==> src/rtl/mult_share_arbiter.sv <==
`default_nettype none
// ============================================================================
// Module  : mult_share_arbiter
// Brief   : Round-robin arbiter/sequencer sharing one serial multiplier among
//           NREQ requesters. Optional WAIT timeout via MULT_ARB_TIMEOUT_EN.
// Revision: 1.0 - initial release
// ============================================================================
module mult_share_arbiter #(
  parameter int W       = 4,
  parameter int NREQ    = 4,
  parameter int TIMEOUT = 32
) (
  input  logic                  clk,
  input  logic                  reset,
  input  logic [NREQ-1:0]       req,
  input  logic [NREQ*W-1:0]     a_in,
  input  logic [NREQ*W-1:0]     b_in,
  output logic [NREQ-1:0]       ack,
  output logic [2*W-1:0]        rsp_data,
  output logic                  rsp_err,
  output logic                  busy,
  output logic                  mul_start,
  output logic [W-1:0]          mul_a,
  output logic [W-1:0]          mul_b,
  input  logic                  mul_done,
  input  logic [2*W-1:0]        mul_product
);

  localparam int              c_pw     = (NREQ > 1) ? $clog2(NREQ) : 1;
  localparam logic [c_pw:0]   c_nreq_w = (c_pw+1)'(NREQ);
  localparam logic [c_pw-1:0] c_last   = c_pw'(NREQ - 1);

  if (NREQ < 2 || NREQ > 8 || TIMEOUT < 1) begin : g_bad_cfg
    $error("mult_share_arbiter: unsupported NREQ/TIMEOUT");
  end

  typedef enum logic [1:0] {
    ST_IDLE  = 2'd0,
    ST_ISSUE = 2'd1,
    ST_WAIT  = 2'd2,
    ST_RESP  = 2'd3
  } state_t;

  state_t          state_q;
  logic [c_pw-1:0] ptr_q;
  logic [c_pw-1:0] grant_q;

  logic [W-1:0] a_arr [NREQ];
  logic [W-1:0] b_arr [NREQ];

  for (genvar gi = 0; gi < NREQ; gi++) begin : g_unpack
    assign a_arr[gi] = a_in[gi*W +: W];
    assign b_arr[gi] = b_in[gi*W +: W];
  end

  // Rotate req so ptr sits at bit 0, pick the lowest set bit, rotate back.
  logic [2*NREQ-1:0] req_dbl_d;
  logic [NREQ-1:0]   req_rot_d;
  logic [c_pw-1:0]   off_d;
  logic [c_pw:0]     sum_d;
  logic [c_pw-1:0]   grant_d;

  always_comb begin
    req_dbl_d = {req, req} >> ptr_q;
    req_rot_d = req_dbl_d[NREQ-1:0];
    off_d     = '0;
    for (int i = NREQ - 1; i >= 0; i--) begin
      if (req_rot_d[i]) off_d = i[c_pw-1:0];
    end
    sum_d = {1'b0, ptr_q} + {1'b0, off_d};
    if (sum_d >= c_nreq_w) sum_d = sum_d - c_nreq_w;
    grant_d = sum_d[c_pw-1:0];
  end

`ifdef MULT_ARB_TIMEOUT_EN
  localparam int              c_cw       = $clog2(TIMEOUT + 1);
  localparam logic [c_cw-1:0] c_tmo_last = c_cw'(TIMEOUT - 1);
  logic [c_cw-1:0] tmo_q;
`else
  assign rsp_err = 1'b0;
`endif

  always_ff @(posedge clk or negedge reset) begin
    if (!reset) begin
      state_q   <= ST_IDLE;
      ptr_q     <= '0;
      grant_q   <= '0;
      ack       <= '0;
      rsp_data  <= '0;
      busy      <= 1'b0;
      mul_start <= 1'b0;
      mul_a     <= '0;
      mul_b     <= '0;
`ifdef MULT_ARB_TIMEOUT_EN
      rsp_err   <= 1'b0;
      tmo_q     <= '0;
`endif
    end else begin
      mul_start <= 1'b0;
      ack       <= '0;
      case (state_q)
        ST_IDLE: begin
          if (|req) begin
            grant_q   <= grant_d;
            mul_a     <= a_arr[grant_d];
            mul_b     <= b_arr[grant_d];
            mul_start <= 1'b1;
            busy      <= 1'b1;
            state_q   <= ST_ISSUE;
          end
        end
        ST_ISSUE: begin
`ifdef MULT_ARB_TIMEOUT_EN
          tmo_q   <= '0;
`endif
          state_q <= ST_WAIT;
        end
        ST_WAIT: begin
          // A done coinciding with expiry takes priority over the timeout.
          if (mul_done) begin
            rsp_data     <= mul_product;
            ack[grant_q] <= 1'b1;
            state_q      <= ST_RESP;
`ifdef MULT_ARB_TIMEOUT_EN
            rsp_err      <= 1'b0;
          end else if (tmo_q == c_tmo_last) begin
            rsp_data     <= '0;
            rsp_err      <= 1'b1;
            ack[grant_q] <= 1'b1;
            state_q      <= ST_RESP;
          end else begin
            tmo_q        <= tmo_q + 1'b1;
`endif
          end
        end
        ST_RESP: begin
          ptr_q   <= (grant_q == c_last) ? '0 : grant_q + 1'b1;
          busy    <= 1'b0;
          state_q <= ST_IDLE;
        end
        default: state_q <= ST_IDLE;
      endcase
    end
  end

endmodule
`default_nettype wire
==> config.mk <==
export PLATFORM = sky130hd
export DESIGN_NAME = mult_share_arbiter
export DESIGN_NICKNAME = d
export VERILOG_FILES = /design/src/rtl/mult_share_arbiter.sv
export SDC_FILE = /design/constraint.sdc
export NUM_CORES = 1
export LEC_CHECK = 0
export BUFFER_PORTS_ARGS = -buffer_cell sky130_fd_sc_hd__buf_2
export CORE_MARGIN = 10
export CORE_UTILIZATION = 51
export DETAILED_ROUTE_END_ITERATION = 7
export PLACE_DENSITY = 0.85
export SLEW_MARGIN = 15
export SYNTH_ARGS = -nofsm -noshare
export SYNTH_HDL_FRONTEND = slang
export SYNTH_SLANG_ARGS = --single-unit
export TNS_END_PERCENT = 30
==> constraint.sdc <==
create_clock -name clk -period 4.8 [get_ports clk]
set_input_delay 0.24 -clock clk [delete_from_list [all_inputs] [get_ports clk]]
set_output_delay 0.24 -clock clk [all_outputs]
set_load 0.005 [all_outputs]
# Word-level counts from Yosys, hierarchy flattened
# Index checks and enable logic that the tools add are counted.
dict set report op_classes {
  addsub 3
  magnitude_cmp 4
  eq_ne 6
  shifts 1
  muxes 23
  n_bitwise 1
  reduce_logical 8
}
# operator n
set op_table {}
lappend op_table {{4-bit 2-to-1 mux} 6}
lappend op_table {{4-bit binary-select mux with 2-bit select} 2}
lappend op_table {{2-bit 2-to-1 mux} 8}
lappend op_table {{2-bit case mux with 4 select lines} 1}
lappend op_table {{2-bit AND reduction} 4}
lappend op_table {{8-bit by 2-bit right shift with 4-bit output} 1}
lappend op_table {{2-bit == test (second input constant)} 3}
lappend op_table {{3-bit greater-or-equal comparator (second input constant)} 2}
lappend op_table {{1-bit 2-to-1 mux} 4}
lappend op_table {{2-bit inequality test (second input constant)} 2}
lappend op_table {{4-bit OR reduction} 1}
lappend op_table {{2-bit by 2-bit adder with 3-bit output} 1}
lappend op_table {{2-bit by 3-bit less-than comparator with 1-bit output (second input constant)} 1}
lappend op_table {{2-bit inverter with 3-bit output} 1}
lappend op_table {{2-bit by 1-bit adder with 2-bit output (second input constant)} 1}
lappend op_table {{1-bit demux with 2-bit select} 1}
lappend op_table {{2-bit by 1-bit == test with 1-bit output (second input constant)} 1}
lappend op_table {{2-bit by 1-bit greater-or-equal comparator with 1-bit output (second input constant)} 1}
lappend op_table {{2-bit zero test} 1}
lappend op_table {{1-bit case mux with 2 select lines} 1}
lappend op_table {{2-bit nonzero test} 1}
lappend op_table {{2-bit by 1-bit subtractor with 2-bit output (second input constant)} 1}
lappend op_table {{1-bit logical AND} 1}
dict set report totals {
  reg_bits 28
  in_bits 47
  out_inout_bits 23
  elab_cells 55
}

# Depth between registers and ports, before layout
dict set report logic_depth {
  ltp_word 12
  ltp_mapped 10
  ltp_nobuf 10
}

# Worst setup path after synthesis
# Ideal clock, no wire load.
dict set report synth_timing {
  path_type {register to register}
  from {register ptr_q[0]}
  to {register mul_a[1]}
  setup_time_ns 0.135
  arrival_ns 2.050
  t_required_ns 4.665
  path_slack_ns 2.615
  stages_incl_launch_ff 10
  path_buffers 1
  synth_period_minus_slack_ns 2.185
  path_cell_list {dfrtp_1 -> buf_2 -> o311ai_0 -> o21ai_0 -> o221ai_1 -> ha_1 -> xor2_1 -> nand3_1 -> a221oi_1 -> o31ai_1}
}
dict set report synth_between {
  elab_chain_cells 12
  elab_cells_between_ends 13
  cone_classes {add/sub (2); order compare (1); shift (1); mux (8); bitwise (1)}
}
# item line_no
set synth_rtl {}
lappend synth_rtl {{from (decl)} 45} ;# logic [c_pw-1:0] ptr_q;
lappend synth_rtl {{from (signal assigned)} 137} ;# ptr_q <= (grant_q == c_last) ? '0 : grant_q + 1'b1;
lappend synth_rtl {{8-bit by 2-bit right shift with 4-bit output} 64} ;# req_dbl_d = {req, req} >> ptr_q;
lappend synth_rtl {{2-bit 2-to-1 mux (4 in series)} 68} ;# if (req_rot_d[i]) off_d = i[c_pw-1:0];
lappend synth_rtl {{2-bit by 2-bit adder with 3-bit output (*)} 70} ;# sum_d = {1'b0, ptr_q} + {1'b0, off_d};
lappend synth_rtl {{3-bit greater-or-equal comparator or 2-bit by 1-bit subtractor with 2-bit output (tied branches)} 71} ;# if (sum_d >= c_nreq_w) sum_d = sum_d - c_nreq_w;
lappend synth_rtl {{2-bit 2-to-1 mux (*)} 71}
lappend synth_rtl {{2-bit inverter with 3-bit output (not written as such) (*)} 105} ;# mul_a <= a_arr[grant_d];
lappend synth_rtl {{4-bit binary-select mux with 2-bit select (*)} 105}
lappend synth_rtl {{4-bit 2-to-1 mux (not written as such) (*) (2 in series)} 105}
lappend synth_rtl {{to (signal assigned)} 105}
lappend synth_rtl {{to (decl)} 23} ;# output logic [W-1:0] mul_a,
# Every way passes the cells marked *; elsewhere a longest branch is shown, timed or not. The select of a mux whose other input is x is not followed.
# A chain may end at the register's enable or synchronous reset.

# Final worst setup path
dict set report layout_timing {
  from {register ptr_q[0]}
  to {register mul_a[1]}
}
dict set report layout_between {
  elab_chain_cells 12
  elab_cells_between_ends 13
  cone_classes {add/sub (2); order compare (1); shift (1); mux (8); bitwise (1)}
}
# item line_no
set layout_rtl {}
lappend layout_rtl {{8-bit by 2-bit right shift with 4-bit output} 64}
lappend layout_rtl {{2-bit 2-to-1 mux (4 in series)} 68}
lappend layout_rtl {{2-bit by 2-bit adder with 3-bit output (*)} 70}
lappend layout_rtl {{3-bit greater-or-equal comparator or 2-bit by 1-bit subtractor with 2-bit output (tied branches)} 71}
lappend layout_rtl {{2-bit 2-to-1 mux (*)} 71}
lappend layout_rtl {{net sum_d[0]} 60} ;# logic [c_pw:0] sum_d;
lappend layout_rtl {{2-bit inverter with 3-bit output (not written as such) (*)} 105}
lappend layout_rtl {{4-bit binary-select mux with 2-bit select (*)} 105}
lappend layout_rtl {{4-bit 2-to-1 mux (not written as such) (*) (2 in series)} 105}
# The timed path passes the listed nets; every way through them passes the cells marked *. The select of a mux whose other input is x is not followed.

==> out/summary.txt <==
first-pass GRT wire length: 7010 um
RSZ-0062 raised after global routing: no
Pre-antenna DRT Iters: 4
worst min path class: in -> reg
Compound-Gate Fraction of Synth Area: 0.2124
largest cells by area after synthesis: dfrtp_1 (43%), ha_1 (6.9%), mux2_2 (6.2%)
global route overflow: 0
All-Layer GR Usage: 0.1416
met2 wire length: 2134 um
Final Max Slew Viols: 0
Synthesized Nets: 214
Post-synth EDFFs: 0
area of the die: 5878 um2
share of layout cells above drive strength 1: 0.3884
max incr delay on CP: 0.91 ns
largest family of logic cells by synthesized area: compound AO/OA/AOI/OAI gates
core box area: 3053 um2
met3 wire length: 223 um
clock buffer depth: 2
Synth top cells by count: dfrtp_1 (28), nand2_1 (17), nor2b_1 (16)
HPWL Detailed: 3403 um
Iteration-0 DRC Markers: 75
final hold vios: 0
Die Ht: 76.67 um
FP Rows: 20
GPL Wtd Cong: 0.8962
simple logic cell fraction of the synthesized area: 0.1673
setup TNS: 0 ns
CTS Buf Count: 3
Avg Inst Size Synth: 10.37 um2
DIE WIDTH: 76.67 um
count leader, synth: dfrtp_1
CP endpoint kind: flop
mux cell area share after synthesis: 0.07105
Max-slew headroom: 0.3976
Critical Path, Cell by Cell: nand3_1 > o311ai_0 > o21ai_0 > o221ai_1 > ha_1 > nor2b_1 > a2111oi_0 > o31ai_1
Peak Freq: 365.6 MHz
overall routed net length: 4234 um
Synth async-reset ratio: 1.000
CP startpoint kind: flop
post-synthesis xor/xnor area fraction: 0.01070
CTS Hold Bufs: 1
Worst Path Arrival: 2.94 ns
Worst path slowest cell: ha_1
Peak VDD IR: 0.4966 mV
Yosys top cell area share: 0.4278
initial antenna violation count: 0
warnings from Yosys: 0
ANT cells: 0
CTS tree: done
Setup WS post-layout: 2.065 ns
Synth Area in Adders: 0.06875
top_reg_cell synth: dfrtp_1
vias per cell: 5.306
via count: 1,422
Slew @ Worst Pin: 0.9036 ns
status: completed
post-route cell area: 2044 um2
min Tclk post-route: 2.736 ns
Setup-failing EPs final: 0
Synth cell types: 39
pin count of the biggest net entering global routing: 34
Initial Utilization: 0.5365
area leader, netlist: dfrtp_1
WL per Instance: 15.80 um
Post-DRT Antenna Nets: 0
pre-CTS WS: 2.149 ns
Root Buffer: clkbuf_4
synth-to-layout area growth: 24.83%
maximum capacitance violations: 0
Post-Syn Area: 1638 um2
sequential area share after synthesis: 0.4278
Final period util: 0.5699
Placed Area: 1998 um2
DRC: 0
CTS clk-pin slew, worst paths: 0.15 ns
worst-path fanout max: 33
clk_skew: 0.007706 ns
H-tree depth: 1
pwr/cell area: 619.1 nW/um2
setup repair bufs after CTS: 0
Mapped Cells: 158
I/O Pins: 70
layout filler cell count: 269
CTS sink count: 28
CP required: 5.00 ns
Total Nets Final: 281
# port buffers: 68
static leakage: 1.021 nW
Max Used Layer: met4
FF+latch count, synth: 28
WS Path Type: reg -> reg
Clock Latency Late Sink: 0.32 ns
vias in the first global route: 1,460
CTS resizes: 0
Metal-1 WL: 1799 um
## registers in the layout (all words and copies together) (netlist names)
register   count
ptr_q          2
grant_q        2
mul_b          4
mul_a          4
ack            4
mul_start      1
rsp_data       8
busy           1
state_q        2
## final cells by class
| cell class | count | area (um2) | area share |
|---|---|---|---|
| Clock buffer | 4 | 36.28 | 0.01775 |
| Timing Repair Buffer | 69 | 350.3 | 0.1714 |
| Tap cell | 44 | 55.05 | 0.02693 |
| Multi-Input combinational cell | 115 | 872.1 | 0.4266 |
| Inverter | 8 | 30.03 | 0.01469 |
| Sequential cell | 28 | 700.7 | 0.3427 |
## through the flow
stage | std cells | utilization | power (mW) | hold WS, ns
5_1_grt | 268 | 0.6697 | 1.395 | 0.1242
2_1_floorplan | 158 | - | 0.9452 | -0.05559
3_3_place_gp | 263 | 0.6545 | 1.128 | 0.2825
3_5_place_dp | 263 | 0.6545 | 1.158 | 0.2925
4_1_cts | 268 | 0.6697 | 1.270 | 0.1366
6_report | 268 | 0.6697 | 1.266 | 0.1422
## cell usage in the layout, fill, tap and decap left out, types with 2 or more instances in the layout
cell type  instances
a221oi_1           8
buf_2             68
mux2_2             9
nand2_1           17
clkbuf_4           3
nor2_1             2
and3_1             5
inv_1              8
o31ai_1            9
nor3_1             2
dfrtp_1           28
a2111oi_0          8
nor2b_1           16
ha_1               9
nand3_1            2
o21ai_0            6
nand2b_1           2
## cells by family after synthesis
group	after synthesis
adder cells (fa/ha/maj)	9
XOR/XNOR	2
AO/OA/AOI/OAI	43
AND/OR/NAND/NOR	50
buffers and inverters	15
multiplexers	10
flip-flops	28
other	1
## final timing paths
path | from | end | slack (ns) | cells past startpoint
setup / recovery | ptr_q[0]$_DFFE_PN0P_ | mul_a[1]$_DFFE_PN0P_ | 2.06 | 8
hold / removal | mul_product[4] | rsp_data[4]$_DFFE_PN0P_ | 0.14 | 2
setup reg to reg | ptr_q[0]$_DFFE_PN0P_ | mul_a[1]$_DFFE_PN0P_ | 2.06 | 8
hold reg to reg | mul_b[2]$_DFFE_PN0P_ | mul_b[2]$_DFFE_PN0P_ | 0.50 | 2
max in group asynchronous | reset | busy$_DFFE_PN0P_ | 3.96 | 2
min in group asynchronous | reset | rsp_data[2]$_DFFE_PN0P_ | 0.44 | 2
## metal layers
layer,GRT usage,vias up
met1,0.1723,657
met4,0.05204,0
met5,0,-
met2,0.2386,43
li1,-,716
met3,0.03030,6
## worst max-delay path, delay by kind of cell (launching register included)
kind	cells	cell delay [ns]
and+or+nand+nor	2	0.27
DFF	1	0.54
AOI/OAI and AO/OA	5	0.91
adders and majority gates	1	0.91
## where the power goes
group	internal [mW]	switching, mW	total, mW
logic	0.315	0.421	0.736
registers	0.344	0.0740	0.418
clock network	0.0464	0.0652	0.112
Power figures use the tool's default switching activity.
